$ cat config.mk
export PLATFORM = sky130hd
export DESIGN_NAME = mem_access_controller
export DESIGN_NICKNAME = d
export VERILOG_FILES = /design/src/rtl/mem_access_controller.sv
export SDC_FILE = /design/constraint.sdc
export NUM_CORES = 1
export LEC_CHECK = 0
export BUFFER_PORTS_ARGS = -buffer_cell sky130_fd_sc_hd__buf_4
export CAP_MARGIN = 20
export CORE_MARGIN = 5
export CORE_UTILIZATION = 40
export DETAILED_ROUTE_END_ITERATION = 7
export PLACE_DENSITY = 0.65
export SLEW_MARGIN = 20
export SYNTH_ARGS = -nofsm -noshare
export SYNTH_HDL_FRONTEND = slang
export SYNTH_SLANG_ARGS = --single-unit
$ cat constraint.sdc
create_clock -name clk -period 2.35 [get_ports clk]
set_clock_uncertainty 0.2 [all_clocks]
set_input_delay 0.1175 -clock clk [delete_from_list [all_inputs] [get_ports clk]]
set_output_delay 0.1175 -clock clk [all_outputs]
set_load 0.05 [all_outputs]
$ cat src/rtl/mem_access_controller.sv
// Data-memory access sequencer: req/ack handshake with timeout, pipeline stall,
// store lane steering and load lane extraction with sign/zero extension.
module mem_access_controller #(
  parameter int DATA_WIDTH = 32,
  parameter int ADDR_WIDTH = 32,
  parameter int MAX_WAIT   = 16
) (
  input  logic                  clk,
  input  logic                  rst_n,
  input  logic [ADDR_WIDTH-1:0] ALU_outM_i,
  input  logic [DATA_WIDTH-1:0] WriteDataM_i,
  input  logic                  MemWriteM_i,
  input  logic                  ResultSrcM_i,
  input  logic [1:0]            ByteSelectM_i,
  input  logic                  MemExtendM_i,
  output logic                  StallM_o,
  output logic [DATA_WIDTH-1:0] ReadDataM_o,
  output logic                  MisalignM_o,
  output logic                  MemFaultM_o,
  output logic                  mem_req_o,
  output logic                  mem_we_o,
  output logic [ADDR_WIDTH-1:0] mem_addr_o,
  output logic [DATA_WIDTH-1:0] mem_wdata_o,
  output logic [3:0]            mem_wstrb_o,
  input  logic                  mem_ack_i,
  input  logic [DATA_WIDTH-1:0] mem_rdata_i
);

  localparam int CW = $clog2(MAX_WAIT + 1);

  typedef enum logic [1:0] {IDLE, ACCESS, DONE} state_t;

  state_t                state, stateNext;
  logic [CW-1:0]         waitCnt;
  logic [1:0]            fmtQ;
  logic [1:0]            offQ;
  logic                  extQ;
  logic [DATA_WIDTH-1:0] readDataQ;
  logic                  faultQ;

  logic                  access, isHalf, isByte, isWord, misaligned;
  logic                  issue, ackTake, timeout, stallRaw;
  logic [DATA_WIDTH-1:0] wdataNext, loadExt;
  logic [3:0]            wstrbNext;
  logic [7:0]            byteLane;
  logic [15:0]           halfLane;

  assign access     = MemWriteM_i | ResultSrcM_i;
  assign isHalf     = (ByteSelectM_i == 2'b01);
  assign isByte     = (ByteSelectM_i == 2'b10);
  assign isWord     = ~isHalf & ~isByte;
  assign misaligned = (isHalf & ALU_outM_i[0]) | (isWord & (|ALU_outM_i[1:0]));

  assign MisalignM_o = access & misaligned;
  assign StallM_o    = rst_n & stallRaw;
  assign MemFaultM_o = faultQ;
  assign ReadDataM_o = MisalignM_o ? '0 : readDataQ;

  // Store lane steering from the live pipeline inputs, registered at issue.
  always_comb begin
    wdataNext = WriteDataM_i;
    wstrbNext = 4'b1111;
    if (isByte) begin
      wdataNext = {4{WriteDataM_i[7:0]}};
      wstrbNext = 4'b0001 << ALU_outM_i[1:0];
    end else if (isHalf) begin
      wdataNext = {2{WriteDataM_i[15:0]}};
      wstrbNext = ALU_outM_i[1] ? 4'b1100 : 4'b0011;
    end
  end

  // Load extraction uses the format captured at issue, not the live inputs.
  always_comb begin
    case (offQ)
      2'd0:    byteLane = mem_rdata_i[7:0];
      2'd1:    byteLane = mem_rdata_i[15:8];
      2'd2:    byteLane = mem_rdata_i[23:16];
      default: byteLane = mem_rdata_i[31:24];
    endcase
    halfLane = offQ[1] ? mem_rdata_i[31:16] : mem_rdata_i[15:0];
    loadExt  = mem_rdata_i;
    if (fmtQ == 2'b10)
      loadExt = {{(DATA_WIDTH-8){extQ & byteLane[7]}}, byteLane};
    else if (fmtQ == 2'b01)
      loadExt = {{(DATA_WIDTH-16){extQ & halfLane[15]}}, halfLane};
  end

  always_ff @(posedge clk or negedge rst_n) begin
    if (!rst_n) state <= IDLE;
    else        state <= stateNext;
  end

  always_comb begin
    stateNext = state;
    issue     = 1'b0;
    ackTake   = 1'b0;
    timeout   = 1'b0;
    stallRaw  = 1'b0;
    case (state)
      IDLE: begin
        stallRaw = access & ~misaligned;
        if (access && !misaligned) begin
          issue     = 1'b1;
          stateNext = ACCESS;
        end
      end
      ACCESS: begin
        stallRaw = 1'b1;
        // An ack on the final wait cycle still wins over the timeout.
        if (mem_ack_i) begin
          ackTake   = 1'b1;
          stateNext = DONE;
        end else if (waitCnt == CW'(MAX_WAIT - 1)) begin
          timeout   = 1'b1;
          stateNext = DONE;
        end
      end
      DONE:    stateNext = IDLE;
      default: stateNext = IDLE;
    endcase
  end

  always_ff @(posedge clk or negedge rst_n) begin
    if (!rst_n) begin
      mem_req_o   <= 1'b0;
      mem_we_o    <= 1'b0;
      mem_addr_o  <= '0;
      mem_wdata_o <= '0;
      mem_wstrb_o <= '0;
      waitCnt     <= '0;
      fmtQ        <= 2'b00;
      offQ        <= 2'b00;
      extQ        <= 1'b0;
      readDataQ   <= '0;
      faultQ      <= 1'b0;
    end else begin
      if (issue) begin
        mem_req_o   <= 1'b1;
        mem_we_o    <= MemWriteM_i;
        mem_addr_o  <= {ALU_outM_i[ADDR_WIDTH-1:2], 2'b00};
        mem_wdata_o <= wdataNext;
        mem_wstrb_o <= wstrbNext;
        fmtQ        <= ByteSelectM_i;
        offQ        <= ALU_outM_i[1:0];
        extQ        <= MemExtendM_i;
        waitCnt     <= '0;
      end
      if (ackTake) begin
        mem_req_o <= 1'b0;
        if (!mem_we_o) readDataQ <= loadExt;
      end else if (timeout) begin
        mem_req_o <= 1'b0;
        faultQ    <= 1'b1;
        readDataQ <= '0;
      end else if (state == ACCESS) begin
        waitCnt <= waitCnt + CW'(1);
      end
      if (state == DONE) faultQ <= 1'b0;
    end
  end

endmodule

==> results.py, run 1 <==
metrics = {
    "grt": {
        "grt-ovfl-total": 0,
        "grt_pass1_wl_um": 27590,
        "use_met2": 0.3611,
        "antenna_found_initial": 0,
        "grtUsageMet1": 0.2519,
        "grt_max_degree": 114,
        "grt_pass1_vias": 5458,
        "grt-busiest-layer": "met2",
        "met3_usage": 0.07524,
        "grtUsageTotal": 0.2173,
    },
    "clock_tree": {
        "numClockSinks": 113,
        "clock_path_buffers": 2,
        "cts_setup_buffers": 0,
        "insertion_delay_ns": 0.41,
        "cts_tree": "done",
        "cts_max_level": 4,
        "cts-root-buf": "clkbuf_16",
        "cts_made_buffers": 17,
        "cts.clk_slew.worst_paths_ns": 0.05,
    },
    "synthesis": {
        "synth-seq-cells": 113,
        "yosysSeqAreaShare": 0.5168,
        "ys_async_sr_fraction": 1.000,
        "synth_top_area_share": 0.5168,
        "avgSynthCellArea_um2": 10.79,
        "synth.distinct_cells": 47,
        "synth_cells": 507,
        "yosysTopAreaCell": "dfrtp_1",
        "synth_area_leaders": "dfrtp_1 52%, mux2_1 8.4%, mux2i_1 6.0%, o21ai_0 4.0%, nor2b_1 3.9%",
        "mappedNetlistArea_mm2": 0.005471,
        "yosys_warnings": 0,
        "ys.flop_type": "dfrtp_1",
        "synth_edf_count": 0,
    },
    "floorplanning": {
        "start_util": 0.4099,
        "io_pins": 209,
        "placementRows": 42,
        "die_w_um": 127.0,
        "die_h_um": 127.0,
        "fp.dieArea_mm2": 0.01612,
        "core_mm2": 0.01335,
    },
    "routing": {
        "wirelength_um": 17130,
        "drc": 0,
        "vias": 5082,
        "firstDrtPassIters": 5,
        "ant_nets": 0,
        "drtIter0Drc": 366,
        "vias_per_cell": 5.067,
        "wire_per_inst_um": 17.08,
    },
    "placement": {
        "io_buffers": 206,
        "gp_congestion": 0.9061,
        "hpwl_um": 11270,
        "dp_cells": 870,
        "pre_cts_slack_ns": 0.1539,
    },
    "critical_path": {
        "cp.required_ns": 2.03,
        "endpoint_kind": "output port",
        "crit_arrival_ns": 1.93,
        "startpoint_type": "input port",
        "worstSetupPathType": "in2out",
        "path_max_fanout": 22,
    },
    "sta": {
        "rsz0062_at_grt": "no",
        "setup_viol": 0,
        "hold_viol": 0,
        "fin_tns_setup_ns": 0,
        "fin_crit_ns": 2.250,
        "worst_slack_ns": 0.1003,
        "whs_ns": 0.1367,
        "clock.fmax_ghz": 0.4445,
        "slew_headroom": 0.5714,
        "period_share": 0.9573,
        "tightestPinTransition_ns": 0.6430,
        "slew_viol_final": 0,
    },
    "pwr": {
        "ir_worst_vdd_uv": 1231,
        "leakage_nw": 4.259,
        "p_per_area_mw_per_mm2": 1409,
    },
    "layout": {
        "layout_commonest_cell": "buf_4",
        "fin_nets": 925,
        "final_cell_mix": "219 x buf_4, 113 x dfrtp_1, 104 x dlygate4sd3_1, 49 x nor2_1, 44 x o21ai_0",
        "synthToLayoutAreaGrowth_pct": 61.40,
        "drive_above_1_share": 0.3180,
        "num_antenna_cells": 0,
        "final_cell_count_no_fill": 1003,
    },
    "status": {
        "status": "complete, no violations",
    },
    "job": {
        "max_cap_violations": 0,
    },
    "worst_hold_path": {
        "hp-class": "in2async",
    },
}
where the power goes:
group	internal [mW]	switching (mW)	total, mW
Clock	1.67	0.842	2.51
Combinational	2.16	4.29	6.45
Sequential	2.85	0.628	3.48
Total	6.68	5.76	12.4
final timing paths:
path,startpoint,slack [ns],cells past startpoint,end
setup / recovery,MemWriteM_i,0.10,7,ReadDataM_o[17]
hold / removal,rst_n,0.14,3,readDataQ[26]
setup reg to reg,waitCnt[0],0.17,8,readDataQ[11]
hold reg to reg,mem_wdata_o[12],0.28,2,mem_wdata_o[12]
max in group asynchronous,rst_n,1.29,3,mem_addr_o[7]
min in group clk,ByteSelectM_i[1],0.22,6,mem_wdata_o[23]
cells by family (layout without fill, tap and decap cells):
kind of cell / count (synthesis) / after routing / synth area share
multiplexers: 76 / 76 / 0.1509
AND/OR/NAND/NOR: 148 / 148 / 0.1345
adder cells (fa/ha/maj): 4 / 4 / 0.009147
buffers and inverters: 43 / 362 / 0.04002
flip-flops: 113 / 113 / 0.5168
AO/OA/AOI/OAI: 121 / 121 / 0.1450
XOR/XNOR: 1 / 1 / 0.002974
other: 1 / 2 / 0.0006854
layer usage:
| layer | share of wire | wire length [um] | vias up |
|---|---|---|---|
| li1 | - | - | 2396 |
| met1 | 0.39 | 6722 | 2428 |
| met2 | 0.49 | 8408 | 212 |
| met3 | 0.084 | 1438 | 46 |
| met4 | 0.033 | 563 | 0 |
| met5 | 0 | 0 | - |
sequential cells by signal, summed over array words and instances, names as in the netlist:
signal / count
mem_req_o: 1
extQ: 1
state: 2
waitCnt: 5
offQ: 2
mem_wstrb_o: 4
fmtQ: 2
MemFaultM_o: 1
mem_we_o: 1
readDataQ: 32
mem_addr_o: 30
mem_wdata_o: 32
area by class of cell:
| type | count | area, um2 |
|---|---|---|
| clock buffer | 23 | 498.0 |
| clock inverter | 6 | 80.08 |
| fill | 1048 | 4517 |
| inverter | 7 | 26.28 |
| multi-input combinational | 352 | 2434 |
| sequential | 113 | 2828 |
| tap | 176 | 220.2 |
| timing repair buffer | 326 | 2745 |
synthesized netlist by cell type (2+ instances only):
| cell type | n |
|---|---|
| a211o_1 | 8 |
| mux2i_1 | 33 |
| inv_1 | 7 |
| a21oi_1 | 29 |
| buf_6 | 2 |
| ha_1 | 4 |
| buf_2 | 16 |
| o2bb2ai_1 | 17 |
| dfrtp_1 | 113 |
| buf_4 | 6 |
| nand3b_1 | 3 |
| nor2_1 | 49 |
| o21ai_0 | 44 |
| nor2b_1 | 34 |
| nand3_1 | 6 |
| and3_1 | 2 |
| a31oi_1 | 2 |
| clkbuf_1 | 11 |
| a22o_1 | 7 |
| nand2_1 | 42 |
| o21ai_1 | 4 |
| nand2b_1 | 3 |
| mux2_1 | 41 |
through the flow:
step / area, um2 / utilization / power [mW]
global route: 8831 / 0.6616 / 13.09
CTS: 8831 / 0.6616 / 12.49
finish: 8831 / 0.6616 / 12.44
floorplan: 5480 / - / 7.772
global placement: 7212 / 0.5403 / 9.674
detailed placement: 7212 / 0.5403 / 9.807
critical path, cell delays in order:
cell,delay (ns)
dlygate4sd3_1,0.54
buf_4,0.14
or2_2,0.31
a21boi_2,0.21
buf_4,0.22
nor2b_1,0.16
buf_4,0.22
timing repair:
item / in CTS / in global routing
hold buffers: 104 / 0
endpoints found under the hold margin: 222 / 0
resized for setup: 0 / 0
Power figures use the tool's default switching activity.
==> run 2: changes to the inputs <==
CORE_UTILIZATION = 36   (was 40)
PLACE_DENSITY = 0.6   (was 0.65)
==> results.py, run 2 (synthesis results as in run 1) <==
metrics = {
    "clock_tree": {
        "numClockSinks": 113,
        "cts_made_buffers": 17,
        "cts_setup_buffers": 0,
        "cts_max_level": 4,
        "clock_path_buffers": 2,
        "cts_tree": "done",
        "cts-root-buf": "clkbuf_16",
        "insertion_delay_ns": 0.40,
        "cts.clk_slew.worst_paths_ns": 0.05,
    },
    "worst_hold_path": {
        "hp-class": "in2reg",
    },
    "routing": {
        "wire_per_inst_um": 16.19,
        "ant_nets": 0,
        "vias_per_cell": 4.819,
        "dr.max_layer_used": "met4",
        "firstDrtPassIters": 4,
        "drt-met1-wl_um": 6907,
        "wirelength_um": 16460,
        "drc": 0,
        "drtIter0Drc": 211,
        "dr_wl_met3_um": 1305,
        "vias": 4901,
        "wl_met2_um": 8000,
    },
    "layout": {
        "drive_above_1_share": 0.3172,
        "final_util": 0.5869,
        "synthToLayoutAreaGrowth_pct": 61.24,
        "layout_commonest_cell": "buf_4",
        "reg_top3": "mem_wdata_o x32, readDataQ x32, mem_addr_o x30",
        "fin_nets": 924,
        "final_cell_mix": "217 x buf_4, 113 x dfrtp_1, 104 x dlygate4sd3_1, 49 x nor2_1, 44 x o21ai_0",
        "stdcell_area_mm2": 0.008822,
        "num_antenna_cells": 0,
    },
    "floorplanning": {
        "die_h_um": 133.3,
        "fp.dieArea_mm2": 0.01776,
        "core_mm2": 0.01503,
        "start_util": 0.3640,
        "io_pins": 209,
        "die_w_um": 133.3,
        "placementRows": 45,
    },
    "critical_path": {
        "endpoint_kind": "register",
        "r2r_slack_ns": 0.18,
        "cp.required_ns": 2.42,
        "worstSetupPathType": "in2reg",
        "startpoint_type": "input port",
        "path_max_fanout": 9,
        "crit_arrival_ns": 2.36,
    },
    "sta": {
        "fin_crit_ns": 2.290,
        "tightestPinTransition_ns": 0.7908,
        "period_share": 0.9743,
        "fin_tns_setup_ns": 0,
        "slew_headroom": 0.4728,
        "rsz0062_at_grt": "yes",
        "whs_ns": 0.1764,
        "clock.fmax_ghz": 0.4368,
        "slew_viol_final": 0,
        "worst_slack_ns": 0.06045,
        "setup_viol": 0,
        "hold_viol": 0,
    },
    "grt": {
        "antenna_found_initial": 0,
        "grt-ovfl-total": 0,
        "grt_pass1_vias": 5227,
        "grt_pass1_wl_um": 26540,
        "grt_max_degree": 86,
        "grtUsageTotal": 0.1860,
    },
    "placement": {
        "place_area_mm2": 0.007207,
        "pre_cts_slack_ns": 0.1601,
        "hpwl_um": 11550,
        "io_buffers": 206,
        "gp_congestion": 0.8450,
    },
    "pwr": {
        "clkPwrFrac": 0.195,
        "switchingPower_mw": 5.687,
        "leakage_nw": 4.248,
        "p_int_mw": 6.568,
        "sw_frac_of_total": 0.4640,
        "pwr-share-seq": 0.282,
        "ir_worst_vdd_uv": 821.8,
        "p_comb_frac": 0.523,
        "p_per_area_mw_per_mm2": 1389,
    },
    "job": {
        "max_cap_violations": 0,
    },
    "status": {
        "status": "complete, no violations",
    },
}
## run 2: changes by cell type in the layout (fill, tap and decap cells not counted)
cell	previous run	this run
bufinv_16	2	0
buf_4	219	217
buf_12	3	2
clkbuf_8	5	8
buf_6	0	2
clkbuf_1	1	3
## run 2: metrics by stage
| step | total power, mW | cells |
|---|---|---|
| 3_3_place_gp | 9.670 | 881 |
| 5_1_grt | 12.90 | 1017 |
| 2_1_floorplan | 7.772 | 508 |
| 6_report | 12.26 | 1017 |
| 4_1_cts | 12.38 | 1017 |
| 3_5_place_dp | 9.782 | 881 |
## run 2: layout make-up
class	instances	area, um2
Fill cell	1295	6211
Sequential cell	113	2828
Timing Repair Buffer	325	2733
Multi-Input combinational cell	352	2434
Clock buffer	28	546.8
Tap cell	188	235.2
Inverter	7	26.28
Clock inverter	4	20.02
## run 2: final timing paths
check	startpoint	endpoint	depth (start not counted)
setup / recovery	ByteSelectM_i[1]	mem_wdata_o[24]	10
hold / removal	ByteSelectM_i[1]	mem_wdata_o[27]	5
setup reg to reg	waitCnt[0]	readDataQ[12]	8
hold reg to reg	readDataQ[8]	readDataQ[8]	1
max in group asynchronous	rst_n	mem_addr_o[17]	3
min in group asynchronous	rst_n	mem_wdata_o[29]	3
## run 2: repair_timing
item	CTS	global route
hold buffers	104	0
resized for setup	0	2
endpoints found under the setup margin	0	7
hold endpoints to repair	222	0
## run 2: routing by layer
layer  up-vias  global-route usage
li1       2393                   -
met1      2326              0.2210
met2       160              0.3138
met3        22             0.06949
met4         0             0.05886
met5         -                   0
## run 2: worst max-delay path: stages
cell and delay, ns:
buf_4 0.11, dlygate4sd3_1 0.56, inv_1 0.08, ha_1 0.21
buf_4 0.24, mux2i_1 0.22, dlygate4sd3_1 0.57, nor2_1 0.04
a21oi_1 0.11, o21ai_0 0.09
## run 2: power by group through the flow
stage | registers [mW] | logic (mW) | clock network (mW)
final | 3.45 | 6.41 | 2.39
after global routing | 3.57 | 6.78 | 2.55
after CTS | 3.47 | 6.45 | 2.46
after detailed placement | 3.47 | 6.31 | 0
after global placement | 3.44 | 6.23 | 0
after floorplan | 5.42 | 2.35 | 0
==> run 3: changes to the inputs <==
ABC_AREA = 1   (was default)
PLACE_DENSITY = 0.59   (was 0.6)
==> results.py, run 3 <==
metrics = {
    "layout": {
        "layout_commonest_cell": "nand2_1",
        "reg_top3": "mem_wdata_o x32, readDataQ x32, mem_addr_o x30",
        "fillers": 1516,
        "final_cell_mix": "433 x nand2_1, 216 x buf_4, 113 x dfrtp_1, 110 x dlygate4sd3_1, 61 x inv_1",
        "drive_above_1_share": 0.2616,
        "synthToLayoutAreaGrowth_pct": 56.61,
        "fin_nets": 1280,
        "num_antenna_cells": 0,
        "final_cell_count_no_fill": 1405,
        "final_util": 0.5708,
    },
    "sta": {
        "fin_crit_ns": 2.226,
        "whs_ns": 0.1811,
        "tightestPinTransition_ns": 0.6452,
        "setup_viol": 0,
        "worst_slack_ns": 0.1240,
        "clock.fmax_ghz": 0.4492,
        "slew_viol_final": 0,
        "rsz0062_at_grt": "no",
        "slew_headroom": 0.5694,
        "fin_tns_setup_ns": 0,
        "period_share": 0.9472,
        "hold_viol": 0,
    },
    "synthesis": {
        "mappedNetlistArea_mm2": 0.006023,
        "synth.distinct_cells": 30,
        "yosysSeqAreaShare": 0.4695,
        "synthTopCellsByCount": "433 x nand2_1, 113 x dfrtp_1, 61 x inv_1",
        "synth_top_area_share": 0.4695,
        "yosys_warnings": 0,
        "ys.flop_type": "dfrtp_1",
        "synth_area_leaders": "dfrtp_1 47%, nand2_1 27%, inv_1 3.8%, nand3_1 3.2%, inv_2 2.7%",
        "synth_cells": 863,
        "synth-seq-cells": 113,
        "yosysTopAreaCell": "dfrtp_1",
        "synth_edf_count": 0,
        "yosysMostFrequentCell": "nand2_1",
        "avgSynthCellArea_um2": 6.979,
        "ys_async_sr_fraction": 1.000,
    },
    "placement": {
        "gp_congestion": 0.9045,
        "io_buffers": 206,
        "hpwl_um": 13200,
        "pre_cts_slack_ns": 0.4024,
        "dp_cells": 1262,
    },
    "floorplanning": {
        "core_mm2": 0.01652,
        "io_pins": 209,
        "die_h_um": 139.4,
        "placementRows": 47,
        "die_w_um": 139.4,
        "fp.dieArea_mm2": 0.01942,
        "start_util": 0.3645,
    },
    "critical_path": {
        "cp_num_buf_inv": 2,
        "worstSetupStartpoint": "offQ[1]",
        "slowest_stage": "dlygate4sd3_1",
        "path_depth": 7,
        "worstSetupPathType": "reg2reg",
        "path_cells": "nand3_4 -> clkinvlp_4 -> nand2_1 -> nand3_1 -> dlygate4sd3_1 -> nand3_1 -> nand2_1",
        "reg2reg_from": "offQ[1]",
        "r2r_cells": 7,
        "startpoint_type": "register",
        "endpoint_kind": "register",
        "cp.required_ns": 2.45,
        "crit_family": "buffers and inverters",
        "crit_arrival_ns": 2.32,
        "r2r_slack_ns": 0.12,
        "slowest_delay_ns": 0.57,
        "path_max_fanout": 11,
    },
    "routing": {
        "wire_per_inst_um": 13.95,
        "vias_per_cell": 4.506,
        "firstDrtPassIters": 5,
        "vias": 6331,
        "ant_nets": 0,
        "wirelength_um": 19600,
        "drc": 0,
        "drtIter0Drc": 372,
    },
    "clock_tree": {
        "cts_max_level": 4,
        "cts-root-buf": "clkbuf_16",
        "clock_path_buffers": 2,
        "insertion_delay_ns": 0.41,
        "cts_tree": "done",
        "cts_setup_buffers": 0,
        "cts_made_buffers": 17,
        "cts.clk_slew.worst_paths_ns": 0.06,
        "numClockSinks": 113,
    },
    "worst_hold_path": {
        "min_from": "ByteSelectM_i[0]",
        "worstHoldPathCells": 6,
        "hp-class": "in2reg",
    },
    "status": {
        "status": "complete, no violations",
    },
    "grt": {
        "grt_pass1_vias": 6337,
        "grt-ovfl-total": 0,
        "grt_max_degree": 114,
        "antenna_found_initial": 0,
        "grt_pass1_wl_um": 32150,
        "grtUsageTotal": 0.2031,
    },
    "pwr": {
        "clkPwrFrac": 0.180,
        "p_comb_frac": 0.555,
        "p_int_mw": 6.409,
        "switchingPower_mw": 6.550,
        "sw_frac_of_total": 0.5054,
        "leakage_nw": 5.271,
        "p_per_area_mw_per_mm2": 1374,
        "ir_worst_vdd_uv": 821.3,
        "pwr-share-seq": 0.265,
    },
    "job": {
        "max_cap_violations": 0,
    },
}
## run 3: cell count changes after synthesis, sizes merged, moves of 14 or more
cell,delta
a21oi,-23
mux2,-42
nand3,+33
o2bb2ai,-17
nor2,-17
inv,+97
nor2b,-34
nand2,+394
mux2i,-34
buf,+14
## run 3: tightest hold or removal path, cell delays in order
cell	delay [ns]
buf_4	0.09
ha_1	0.24
nand2_1	0.07
nand2_1	0.05
a21oi_1	0.05
o21ai_1	0.13
## run 3: final cells by class
class | instances | area [um2] | share of cell area
clock inverters | 14 | 107.6 | 0.01141
repair buffers | 331 | 2823 | 0.2992
clock buffers | 18 | 429.2 | 0.04550
inverters | 109 | 415.4 | 0.04404
multi-input cells | 600 | 2555 | 0.2709
well taps | 220 | 275.3 | 0.02918
flip-flops and latches | 113 | 2828 | 0.2998
## run 3: cells by family after synthesis
family	count (synthesis)	synth area share
flip-flops	113	0.4695
AO/OA/AOI/OAI	74	0.06689
XOR/XNOR	1	0.001454
adder cells (fa/ha/maj)	4	0.008309
AND/OR/NAND/NOR	518	0.3434
other	1	0.0006226
buffers and inverters	152	0.1099
## run 3: path summary, 6_finish.rpt
check,to
setup / recovery,readDataQ[6]
hold / removal,mem_wdata_o[31]
setup reg to reg,readDataQ[6]
hold reg to reg,readDataQ[27]
max in group asynchronous,mem_addr_o[27]
min in group asynchronous,readDataQ[3]
## run 3: per-layer routing
metal / up-vias / part of all wire / GRT usage
met3: 28 / 0.085 / 0.06861
li1: 3224 / - / -
met2: 222 / 0.46 / 0.3198
met5: - / 0 / 0
met1: 2857 / 0.44 / 0.2635
met4: 0 / 0.019 / 0.06746
## run 3: repair_timing
item	4_1_cts	5_1_grt
gates resized for setup	0	2
hold buffers	110	0
endpoints found under the setup margin	0	3
endpoints found under the hold margin	222	0
## run 3: power by group through the flow
stage | sequential (mW) | clock [mW] | combinational, mW
final | 3.44 | 2.33 | 7.19
after floorplan | 5.30 | 0 | 2.98
after global routing | 3.56 | 2.47 | 7.77
after CTS | 3.43 | 2.40 | 7.19
after detailed placement | 3.41 | 0 | 7.00
after global placement | 3.44 | 0 | 6.93
## run 3: per-stage QoR
| stage | total power [mW] | area, um2 |
|---|---|---|
| 2_1_floorplan | 8.281 | 6027 |
| 3_3_place_gp | 10.37 | 7779 |
| 3_5_place_dp | 10.41 | 7779 |
| 4_1_cts | 13.02 | 9417 |
| 5_1_grt | 13.80 | 9433 |
| 6_report | 12.96 | 9433 |
